<file path="src/rtl/freqgen_defs.sv">
// Shared register map, CTRL bit positions and channel state encoding.
package freqgen_defs;

  localparam logic [1:0] REG_CTRL = 2'd0;
  localparam logic [1:0] REG_HIGH = 2'd1;
  localparam logic [1:0] REG_LOW  = 2'd2;
  localparam logic [1:0] REG_BOTH = 2'd3;

  localparam int unsigned EN_BIT      = 8;
  localparam int unsigned ONESHOT_BIT = 9;

  typedef enum logic [1:0] {
    ST_IDLE = 2'd0,
    ST_HIGH = 2'd1,
    ST_LOW  = 2'd2
  } chan_state_e;

endpackage

</file>
<file path="src/rtl/freqgen_chan.sv">
// One output channel: control/shadow registers, tick select, phase FSM and registered output.
module freqgen_chan
  import freqgen_defs::*;
#(
  parameter int unsigned CNT_W = 16,
  parameter int unsigned DIV_W = 5,
  parameter int unsigned PRE_W = 2 ** DIV_W
) (
  input  logic             i_clk,
  input  logic             i_rst,
  input  logic [PRE_W-1:0] i_pre_cnt,
  input  logic             i_wr_ctrl,
  input  logic             i_wr_high,
  input  logic             i_wr_low,
  input  logic [15:0]      i_data,
  output logic [15:0]      o_ctrl,
  output logic [CNT_W-1:0] o_high,
  output logic [CNT_W-1:0] o_low,
  output logic             o_busy,
  output logic             o_out
);

  logic [DIV_W-1:0] r_div;
  logic             r_en;
  logic             r_oneshot;
  logic [CNT_W-1:0] r_sh_high;
  logic [CNT_W-1:0] r_sh_low;
  logic [CNT_W-1:0] r_act_high;
  logic [CNT_W-1:0] r_act_low;
  logic [CNT_W-1:0] r_cnt;
  chan_state_e      r_state;
  logic             r_out;

  chan_state_e      w_state_nxt;
  logic [CNT_W-1:0] w_cnt_nxt;
  logic [CNT_W-1:0] w_act_high_nxt;
  logic [CNT_W-1:0] w_act_low_nxt;
  logic [CNT_W-1:0] w_cnt_inc;
  logic             w_en_clr;
  logic [PRE_W-1:0] w_mask;
  logic             w_tick;
  logic             w_unused_data;

  // Tick when the low div bits of the prescaler are all ones (always when div is 0).
  assign w_mask        = ~({PRE_W{1'b1}} << r_div);
  assign w_tick        = ((i_pre_cnt & w_mask) == w_mask);
  assign w_cnt_inc     = r_cnt + CNT_W'(1);
  assign w_unused_data = ^i_data;

  // Control and shadow registers; a CTRL write overrides the one-shot self-clear of en.
  always_ff @(posedge i_clk) begin
    if (i_rst) begin
      r_div     <= '0;
      r_en      <= 1'b0;
      r_oneshot <= 1'b0;
      r_sh_high <= '0;
      r_sh_low  <= '0;
    end else begin
      if (i_wr_ctrl) begin
        r_div     <= i_data[DIV_W-1:0];
        r_en      <= i_data[EN_BIT];
        r_oneshot <= i_data[ONESHOT_BIT];
      end else if (w_en_clr) begin
        r_en <= 1'b0;
      end
      if (i_wr_high) r_sh_high <= i_data[CNT_W-1:0];
      if (i_wr_low)  r_sh_low  <= i_data[CNT_W-1:0];
    end
  end

  // Phase FSM next state; boundaries reload from the pre-write shadows.
  always_comb begin
    w_state_nxt    = r_state;
    w_cnt_nxt      = r_cnt;
    w_act_high_nxt = r_act_high;
    w_act_low_nxt  = r_act_low;
    w_en_clr       = 1'b0;
    if (w_tick) begin
      unique case (r_state)
        ST_IDLE: begin
          w_cnt_nxt = '0;
          if (r_en && (r_sh_high != '0)) begin
            w_act_high_nxt = r_sh_high;
            w_act_low_nxt  = r_sh_low;
            w_state_nxt    = ST_HIGH;
          end
        end
        ST_HIGH: begin
          if (w_cnt_inc == r_act_high) begin
            w_cnt_nxt = '0;
            if (r_act_low == '0) begin
              // Full duty: keep high, pick up new shadows at every high-phase end.
              w_act_high_nxt = r_sh_high;
              w_act_low_nxt  = r_sh_low;
              w_state_nxt    = (r_sh_high != '0) ? ST_HIGH : ST_IDLE;
            end else begin
              w_state_nxt = ST_LOW;
            end
          end else begin
            w_cnt_nxt = w_cnt_inc;
          end
        end
        ST_LOW: begin
          if (w_cnt_inc == r_act_low) begin
            w_cnt_nxt = '0;
            if (r_oneshot) begin
              w_en_clr    = 1'b1;
              w_state_nxt = ST_IDLE;
            end else begin
              w_act_high_nxt = r_sh_high;
              w_act_low_nxt  = r_sh_low;
              w_state_nxt    = (r_sh_high != '0) ? ST_HIGH : ST_IDLE;
            end
          end else begin
            w_cnt_nxt = w_cnt_inc;
          end
        end
        default: begin
          w_cnt_nxt   = '0;
          w_state_nxt = ST_IDLE;
        end
      endcase
    end
    // Disable acts immediately, independent of the tick.
    if (i_wr_ctrl && !i_data[EN_BIT]) begin
      w_state_nxt = ST_IDLE;
      w_cnt_nxt   = '0;
    end
  end

  // FSM state, active counts and output register.
  always_ff @(posedge i_clk) begin
    if (i_rst) begin
      r_state    <= ST_IDLE;
      r_cnt      <= '0;
      r_act_high <= '0;
      r_act_low  <= '0;
      r_out      <= 1'b0;
    end else begin
      r_state    <= w_state_nxt;
      r_cnt      <= w_cnt_nxt;
      r_act_high <= w_act_high_nxt;
      r_act_low  <= w_act_low_nxt;
      r_out      <= (w_state_nxt == ST_HIGH);
    end
  end

  // CTRL readback image.
  always_comb begin
    o_ctrl              = '0;
    o_ctrl[DIV_W-1:0]   = r_div;
    o_ctrl[EN_BIT]      = r_en;
    o_ctrl[ONESHOT_BIT] = r_oneshot;
  end

  assign o_high = r_sh_high;
  assign o_low  = r_sh_low;
  assign o_busy = (r_state != ST_IDLE);
  assign o_out  = r_out;

endmodule

</file>
<file path="src/rtl/freqgen_multi.sv">
// Multi-channel frequency generator: shared prescaler, bus decode and registered readback.
module freqgen_multi
  import freqgen_defs::*;
#(
  parameter int unsigned CHANNELS = 4,
  parameter int unsigned CNT_W    = 16,
  parameter int unsigned DIV_W    = 5
) (
  input  logic                i_clk,
  input  logic                i_rst,
  input  logic [15:0]         i_addr,
  input  logic [15:0]         i_data,
  input  logic                i_we,
  output logic [15:0]         o_rdata,
  output logic [CHANNELS-1:0] o_out
);

  localparam int unsigned PRE_W = 2 ** DIV_W;
  localparam int unsigned CH_W  = (CHANNELS > 1) ? $clog2(CHANNELS) : 1;

  logic [PRE_W-1:0]    r_pre_cnt;
  logic                w_addr_ok;
  logic [CH_W-1:0]     w_ch;
  logic [1:0]          w_reg;
  logic [15:0]         w_rdata;
  logic [15:0]         w_ctrl [CHANNELS];
  logic [CNT_W-1:0]    w_high [CHANNELS];
  logic [CNT_W-1:0]    w_low  [CHANNELS];
  logic [CHANNELS-1:0] w_busy;

  assign w_addr_ok = (i_addr < 16'(CHANNELS * 4));
  assign w_ch      = i_addr[2 +: CH_W];
  assign w_reg     = i_addr[1:0];

  // Free-running prescaler shared by all channels.
  always_ff @(posedge i_clk) begin
    if (i_rst) r_pre_cnt <= '0;
    else       r_pre_cnt <= r_pre_cnt + PRE_W'(1);
  end

  for (genvar g = 0; g < CHANNELS; g++) begin : g_chan
    logic w_hit;
    assign w_hit = i_we && w_addr_ok && (w_ch == CH_W'(g));

    freqgen_chan #(
      .CNT_W (CNT_W),
      .DIV_W (DIV_W),
      .PRE_W (PRE_W)
    ) u_chan (
      .i_clk     (i_clk),
      .i_rst     (i_rst),
      .i_pre_cnt (r_pre_cnt),
      .i_wr_ctrl (w_hit && (w_reg == REG_CTRL)),
      .i_wr_high (w_hit && ((w_reg == REG_HIGH) || (w_reg == REG_BOTH))),
      .i_wr_low  (w_hit && ((w_reg == REG_LOW) || (w_reg == REG_BOTH))),
      .i_data    (i_data),
      .o_ctrl    (w_ctrl[g]),
      .o_high    (w_high[g]),
      .o_low     (w_low[g]),
      .o_busy    (w_busy[g]),
      .o_out     (o_out[g])
    );
  end

  // Read mux; unmapped addresses return 0.
  always_comb begin
    w_rdata = '0;
    for (int n = 0; n < CHANNELS; n++) begin
      if (w_addr_ok && (w_ch == CH_W'(n))) begin
        case (w_reg)
          REG_CTRL: w_rdata = w_ctrl[n];
          REG_HIGH: w_rdata = 16'(w_high[n]);
          REG_LOW:  w_rdata = 16'(w_low[n]);
          default:  w_rdata = {14'b0, w_busy[n], o_out[n]};
        endcase
      end
    end
  end

  // Registered read data, valid one cycle after the address.
  always_ff @(posedge i_clk) begin
    if (i_rst) o_rdata <= '0;
    else       o_rdata <= w_rdata;
  end

endmodule

</file>
<file path="config.mk">
export PLATFORM = sky130hd
export DESIGN_NAME = freqgen_multi
export DESIGN_NICKNAME = d
export VERILOG_FILES = /design/src/rtl/freqgen_defs.sv /design/src/rtl/freqgen_chan.sv /design/src/rtl/freqgen_multi.sv
export SDC_FILE = /design/constraint.sdc
export NUM_CORES = 1
export LEC_CHECK = 0
export BUFFER_PORTS_ARGS = -buffer_cell sky130_fd_sc_hd__buf_2
export CORE_MARGIN = 3
export CORE_UTILIZATION = 55
export CTS_CLUSTER_DIAMETER = 200
export DETAILED_ROUTE_END_ITERATION = 7
export GPL_TIMING_DRIVEN = 0
export PLACE_DENSITY_LB_ADDON = 0.05
export SYNTH_ARGS = -nofsm -noshare
export SYNTH_HDL_FRONTEND = slang
export SYNTH_SLANG_ARGS = --single-unit
</file>
<file path="constraint.sdc">
create_clock -name i_clk -period 7.32 [get_ports i_clk]
set_input_delay 1.464 -clock i_clk [delete_from_list [all_inputs] [get_ports i_clk]]
set_output_delay 1.464 -clock i_clk [all_outputs]
set_load 0.05 [all_outputs]
</file>
# == Word level (Yosys, flattened, before mapping) ==
# Cells that the tools add are included.
# W data, S select, Z words.
# op_classes
n_addsub,5
magnitude_cmp,1
eq_ne,50
shifts,4
mux,128
n_bitwise,8
n_reduce_logical,66
# ops
cell,n
$mux W16,52
$pmux W16 S3,12
$and A32 B32 Y32,4
$eq A16 B16 Y1,8
$eq A32 B32 Y1,4
$not A32 Y32,4
$pmux W16 S2,4
$shl A32 B5 Y32 const A,4
$add A16 B1 Y16 const B,4
$logic_not A16 Y1,4
$reduce_bool A16 Y1,4
$mux W2,28
$add A32 B1 Y32 const B,1
$ne A2 B1 Y1 const B,16
$logic_and A1 B1 Y1,29
$mux W1,28
$reduce_and A7 Y1,4
$pmux W2 S3,4
$eq A2 B1 Y1 const B,10
$eq A2 B2 Y1 const B,8
$lt A16 B5 Y1 const B,1
$reduce_bool A2 Y1,8
$logic_not A2 Y1,6
$reduce_bool A3 Y1,4
other kinds (4),11
# word_totals
reg_bits,408
inputBits,35
output_inout_bits,20
wordCells,304

# == Logic depth before layout (Yosys ltp) ==
# depth
ltp_word,8
ltp_mapped,13
depth_no_buf,10

# == Cells and area by module ==
# Synthesis repeated with hierarchy kept, for this count alone.
# hier_totals
cells_unflattened,2790
area_unflattened_um2,24726.2
# modules_own_cells
mod,instances,cells_each,area_per_inst_um2,seq_area_each_um2
freqgen_chan at g_chan[1].u_chan ...,3,590,5243.8,1801.7
freqgen_chan at g_chan[0].u_chan,1,595,5147.4,1801.7
freqgen_multi,1,425,3847.4,960.9

# == Worst setup path after synthesis ==
# Ideal clock, no wire load.
# synth_timing
kind,input port to flip-flop
from,input i_addr[12]
to,register g_chan[0].u_chan.r_cnt[14]
setup_ns,0.122
arrival_ns,4.065
required_time_ns,7.198
path_slack_ns,3.133
cell_stages,10
n_path_buf,1
cell_sequence,nor4_1 nand3_1 or2_2 clkbuf_1 nor3b_2 nand2_1 o21bai_1 a211oi_2 and3_1 a221o_1
# synth_between
elab_chain_cells,6
# synth_lines
element,line_no,text
from (decl),freqgen_multi.sv:11,"input logic [15:0] i_addr,"
$lt A16 B5 Y1,freqgen_multi.sv:31,assign w_addr_ok = (i_addr < 16'(CHANNELS * 4));
$logic_and A1 B1 Y1 (2 in a row),freqgen_multi.sv:43,assign w_hit = i_we && w_addr_ok && (w_ch == CH_W'(g));
$logic_and A1 B1 Y1,freqgen_multi.sv:53,".i_wr_ctrl (w_hit && (w_reg == REG_CTRL)),"
$logic_and A1 B1 Y1,freqgen_chan.sv:125,if (i_wr_ctrl && !i_data[EN_BIT]) begin
$reduce_or A2 Y1 (no source line),--,
to (signal assigned),freqgen_chan.sv:141,r_cnt <= w_cnt_nxt;
to (decl),freqgen_chan.sv:30,logic [CNT_W-1:0] r_cnt;
# Every way passes these cells.
# A chain may end at the register's enable or synchronous reset.

# == Worst setup path in the final report ==
# layout_timing
from,input i_addr[9]
to,register g_chan[0].u_chan.r_cnt[6]
# The elaborated chain is that of the path after synthesis.

==> results.sh <==
export IMPL_status="finished with violations"
export IMPL_violations="capacitance limit, slew limit"
export IMPL_synth_cell_types=96
export IMPL_finalNetCount=2949
export IMPL_cts_sinks=407
export IMPL_synth_edf_count=0
export IMPL_port_buffers=41
export IMPL_area_growth_pct=10.4
export IMPL_synth_avg_cell_area_sq_um=8.10
export IMPL_avgRoutedWirePerCell_um=23.2
export IMPL_hold_violations=0
export IMPL_core_area_sq_um=40300
export IMPL_crit_path_end="g_chan[0].u_chan.r_cnt[6]"
export IMPL_totalPowerFinal_mw=4.67
export IMPL_cts_resized=0
export IMPL_comb_power_share=0.031
export IMPL_min_period_ns=5.21
export IMPL_ant_nets=0
export IMPL_power_leakage_nw=9.35
export IMPL_ir_drop_mv=0.162
export IMPL_crit_type="in2reg"
export IMPL_cts_tree="built"
export IMPL_multi_input_area_sq_um=13300
export IMPL_viasPerCell=6.45
export IMPL_hpwl_um=60500
export IMPL_grt_max_degree=14
export IMPL_synth_top_family_by_area="simple AND/OR/NAND/NOR gates"
export IMPL_synth_adder_area_share=0.0129
export IMPL_async_flop_share=0
export IMPL_place_area_sq_um=23600
export IMPL_r2r_end="g_chan[3].u_chan.r_cnt[12]"
export IMPL_worstPathMaxFanout=10
export IMPL_fmax_ghz=0.192
export IMPL_critPathLaunchType="input port"
export IMPL_worst_slew_pin_slew_ns=1.53
export IMPL_drc=0
export IMPL_setup_tns_ns=0
export IMPL_internal_power_mw=3.58
export IMPL_postCtsHoldBufs=0
export IMPL_yosys_mux_area_fraction=0.101
export IMPL_die_width_um=209
export IMPL_r2r_cells=10
export IMPL_ios=55
export IMPL_via_count=22273
export IMPL_p_sw_frac=0.233
export IMPL_fin_crit_sh=0.711
export IMPL_clk_pin_slew_ns=0.06
export IMPL_root_buffer="clkbuf_16"
export IMPL_whs_ns=0.484
export IMPL_ys_seq_area_frac=0.359
export IMPL_first_global_vias=20490
export IMPL_clock_path_buffers=3
export IMPL_drtIter0Drc=2618
export IMPL_grt_pass1_wl_um=121000
export IMPL_slew_headroom=-0.0471
export IMPL_syn_inst=2805
export IMPL_grt_antenna_before_repair=1
export IMPL_dr_pass1_iters=7
export IMPL_seqPwrFrac=0.475
export IMPL_p_switching_mw=1.09
export IMPL_ys_flop_type="dfxtp_1"
export IMPL_pwr_share_clk=0.494
export IMPL_hp_class="reg2reg"
export IMPL_cap_violations=1
export IMPL_synth_warning_count=0
export IMPL_syn_nets=2861
export IMPL_drive_above_1_share=0.0700
export IMPL_ff2ff_setup_slack_ns=2.58
export IMPL_critPathCaptureType="flop"
export IMPL_gp_congestion=0.998
export IMPL_rows=73
export IMPL_setup_viol=0
export IMPL_crit_arrival_ns=5.67
export IMPL_cts_made_buffers=45
export IMPL_track_usage=0.351
export IMPL_grt_overflow_total=0
export IMPL_r2r_start="r_pre_cnt[0]"
export IMPL_initial_core_util=0.564
export IMPL_die_y_um=209
export IMPL_wl_um=80200
export IMPL_crit_required_ns=7.78
export IMPL_synthesis_area_sq_um=22700
export IMPL_htreeDepth=2
export IMPL_clock_latency_ns=0.59
export IMPL_yosys_register_bits=407
export IMPL_synth_simple_gate_area_frac=0.220
export IMPL_synth_compound_area_frac=0.182
export IMPL_stdcell_area_sq_um=25100
export IMPL_postCtsSetupBuffers=0
export IMPL_die_area_sq_um=43800
export IMPL_seq_area_sq_um=8150
export IMPL_drv_slew=4
export IMPL_finClkSkew_ns=0.0242
export IMPL_crit_start="i_addr[9]"
export IMPL_synth_xor_area_frac=0.0703
export IMPL_fillers=3633
export IMPL_rsz0062_at_grt="no"
export IMPL_power_per_cell_area_nw_per_um2=186
## power by group through the flow
stage               registers, mW  clock network [mW]  logic (mW)
detailed placement           2.27                   0       0.137
finish                       2.22                2.31       0.143
global route                 2.22                2.40       0.147
floorplan                    2.27                   0      0.0733
CTS                          2.22                2.33       0.137
global placement             2.27                   0       0.135
## final cells by class
type | instances | share of cell area
tap | 525 | 0.0262
timing repair buffer | 41 | 0.00819
buffer | 217 | 0.0387
inverter | 75 | 0.0112
multi-input combinational | 2106 | 0.531
sequential | 407 | 0.325
antenna | 1 | 0.0000998
clock inverter | 17 | 0.00624
clock buffer | 64 | 0.0531
## how the worst min path moves through the flow
stage,depth (start not counted),start,slack (ns),endpoint
floorplan,2,g_chan[1].u_chan.o_low[0],0.45,g_chan[1].u_chan.o_low[0]
global placement,2,g_chan[2].u_chan.o_low[1],0.46,g_chan[2].u_chan.o_low[1]
detailed placement,2,g_chan[2].u_chan.o_low[15],0.47,g_chan[2].u_chan.o_low[15]
CTS,2,g_chan[2].u_chan.o_low[15],0.48,g_chan[2].u_chan.o_low[15]
global route,2,g_chan[2].u_chan.o_low[0],0.49,g_chan[2].u_chan.o_low[0]
finish,2,g_chan[2].u_chan.o_low[15],0.48,g_chan[2].u_chan.o_low[15]
## routing by layer
metal  wire length, um  vias to the layer above  GRT usage
met3              7960                      225     0.0587
met4              3850                        2      0.161
met2             34600                     1178      0.532
met5                11                        -          0
li1                  -                    10214          -
met1             33800                    10654      0.490
## Yosys cell counts (8+ instances only)
cell type  count  area, sq um
o2111ai_1     14          123
o41ai_1        8         70.1
nand3_1       78          390
nand2b_1      27          169
xnor3_1       10          225
nor4_1        56          350
and2_1        16          100
o21ai_0      112          561
buf_1         10         37.5
nor2b_1       18          113
o31ai_1       11         82.6
and4_1        14          123
a22oi_1       35          263
o221ai_1      11         96.3
o21bai_1       8         60.1
nor3_1        31          155
xor2_1        55          482
ha_1          21          263
a221o_1       13          130
or4_1         12         90.1
nand4_1       55          344
nand3b_1      12         90.1
a221oi_1      14          123
dfxtp_1      407         8150
o22ai_1       31          194
a2111oi_0      9         78.8
clkbuf_1     164          616
buf_2         26          130
a31oi_1       34          213
nor2_1       329         1230
mux2i_1      207         2070
a21oi_1      234         1170
or3_1         27          169
nand2_1      327         1230
o211ai_1       8         60.1
and3_1        20          125
inv_1         72          270
a211oi_1      18          135
xnor2_1       97          850
## cells in the final DEF (no fill, tap or decap), types with 11 or more instances in the layout
| master | instances |
|---|---|
| nand2b_1 | 27 |
| or4_1 | 12 |
| nor3_1 | 31 |
| a22oi_1 | 35 |
| clkbuf_1 | 172 |
| o22ai_1 | 31 |
| nand3b_1 | 12 |
| o221ai_1 | 11 |
| clkbuf_16 | 47 |
| dfxtp_1 | 407 |
| nand3_1 | 78 |
| a211oi_1 | 18 |
| or3_1 | 27 |
| o21ai_0 | 112 |
| xnor2_1 | 97 |
| and4_1 | 14 |
| o31ai_1 | 11 |
| nor2b_1 | 18 |
| ha_1 | 21 |
| buf_2 | 67 |
| a21oi_1 | 234 |
| and2_1 | 16 |
| mux2i_1 | 207 |
| nor2_1 | 329 |
| o2111ai_1 | 14 |
| inv_1 | 72 |
| a31oi_1 | 34 |
| xor2_1 | 55 |
| nand2_1 | 327 |
| nand4_1 | 55 |
| a221o_1 | 13 |
| nor4_1 | 56 |
| and3_1 | 20 |
| a221oi_1 | 14 |
## cell families (layout without fill, tap and decap cells)
kind of cell,after synthesis,in the layout
xor+xnor,164,164
flops,407,407
compound gates,642,642
mux,219,219
fa+ha+maj,24,24
simple gates,1057,1057
buf+inv,292,414
other cells,0,1
## sequential cells by signal (all words and copies together), names as in the netlist
name                      count
g_chan.u_chan.r_cnt          64
r_pre_cnt                    31
g_chan.u_chan.o_out           4
g_chan.u_chan.r_act_low      64
g_chan.u_chan.o_high         64
o_rdata                      16
g_chan.u_chan.r_div          20
g_chan.u_chan.r_state         8
g_chan.u_chan.r_act_high     64
g_chan.u_chan.r_oneshot       4
g_chan.u_chan.r_en            4
g_chan.u_chan.o_low          64
## critical path, cell delays in order
cell      delay (ns)
buf_2           0.10
nor4_1          0.36
nand3_1         0.48
or2_2           0.45
clkbuf_1        0.24
nor3b_2         0.35
nand2_1         0.42
o21bai_1        0.88
a211oi_2        0.27
clkbuf_1        0.32
a21oi_1         0.20
o22ai_1         0.11
## per-stage QoR
step | cells | util | setup WS, ns
after CTS | 3452 | 0.622 | 2.30
after global routing | 3452 | 0.622 | 1.89
after detailed placement | 3371 | 0.585 | 1.69
final | 3453 | 0.622 | 2.11
after floorplan | 2805 | - | 3.13
after global placement | 3371 | 0.585 | 1.80
(Power assumes the default switching activity.)
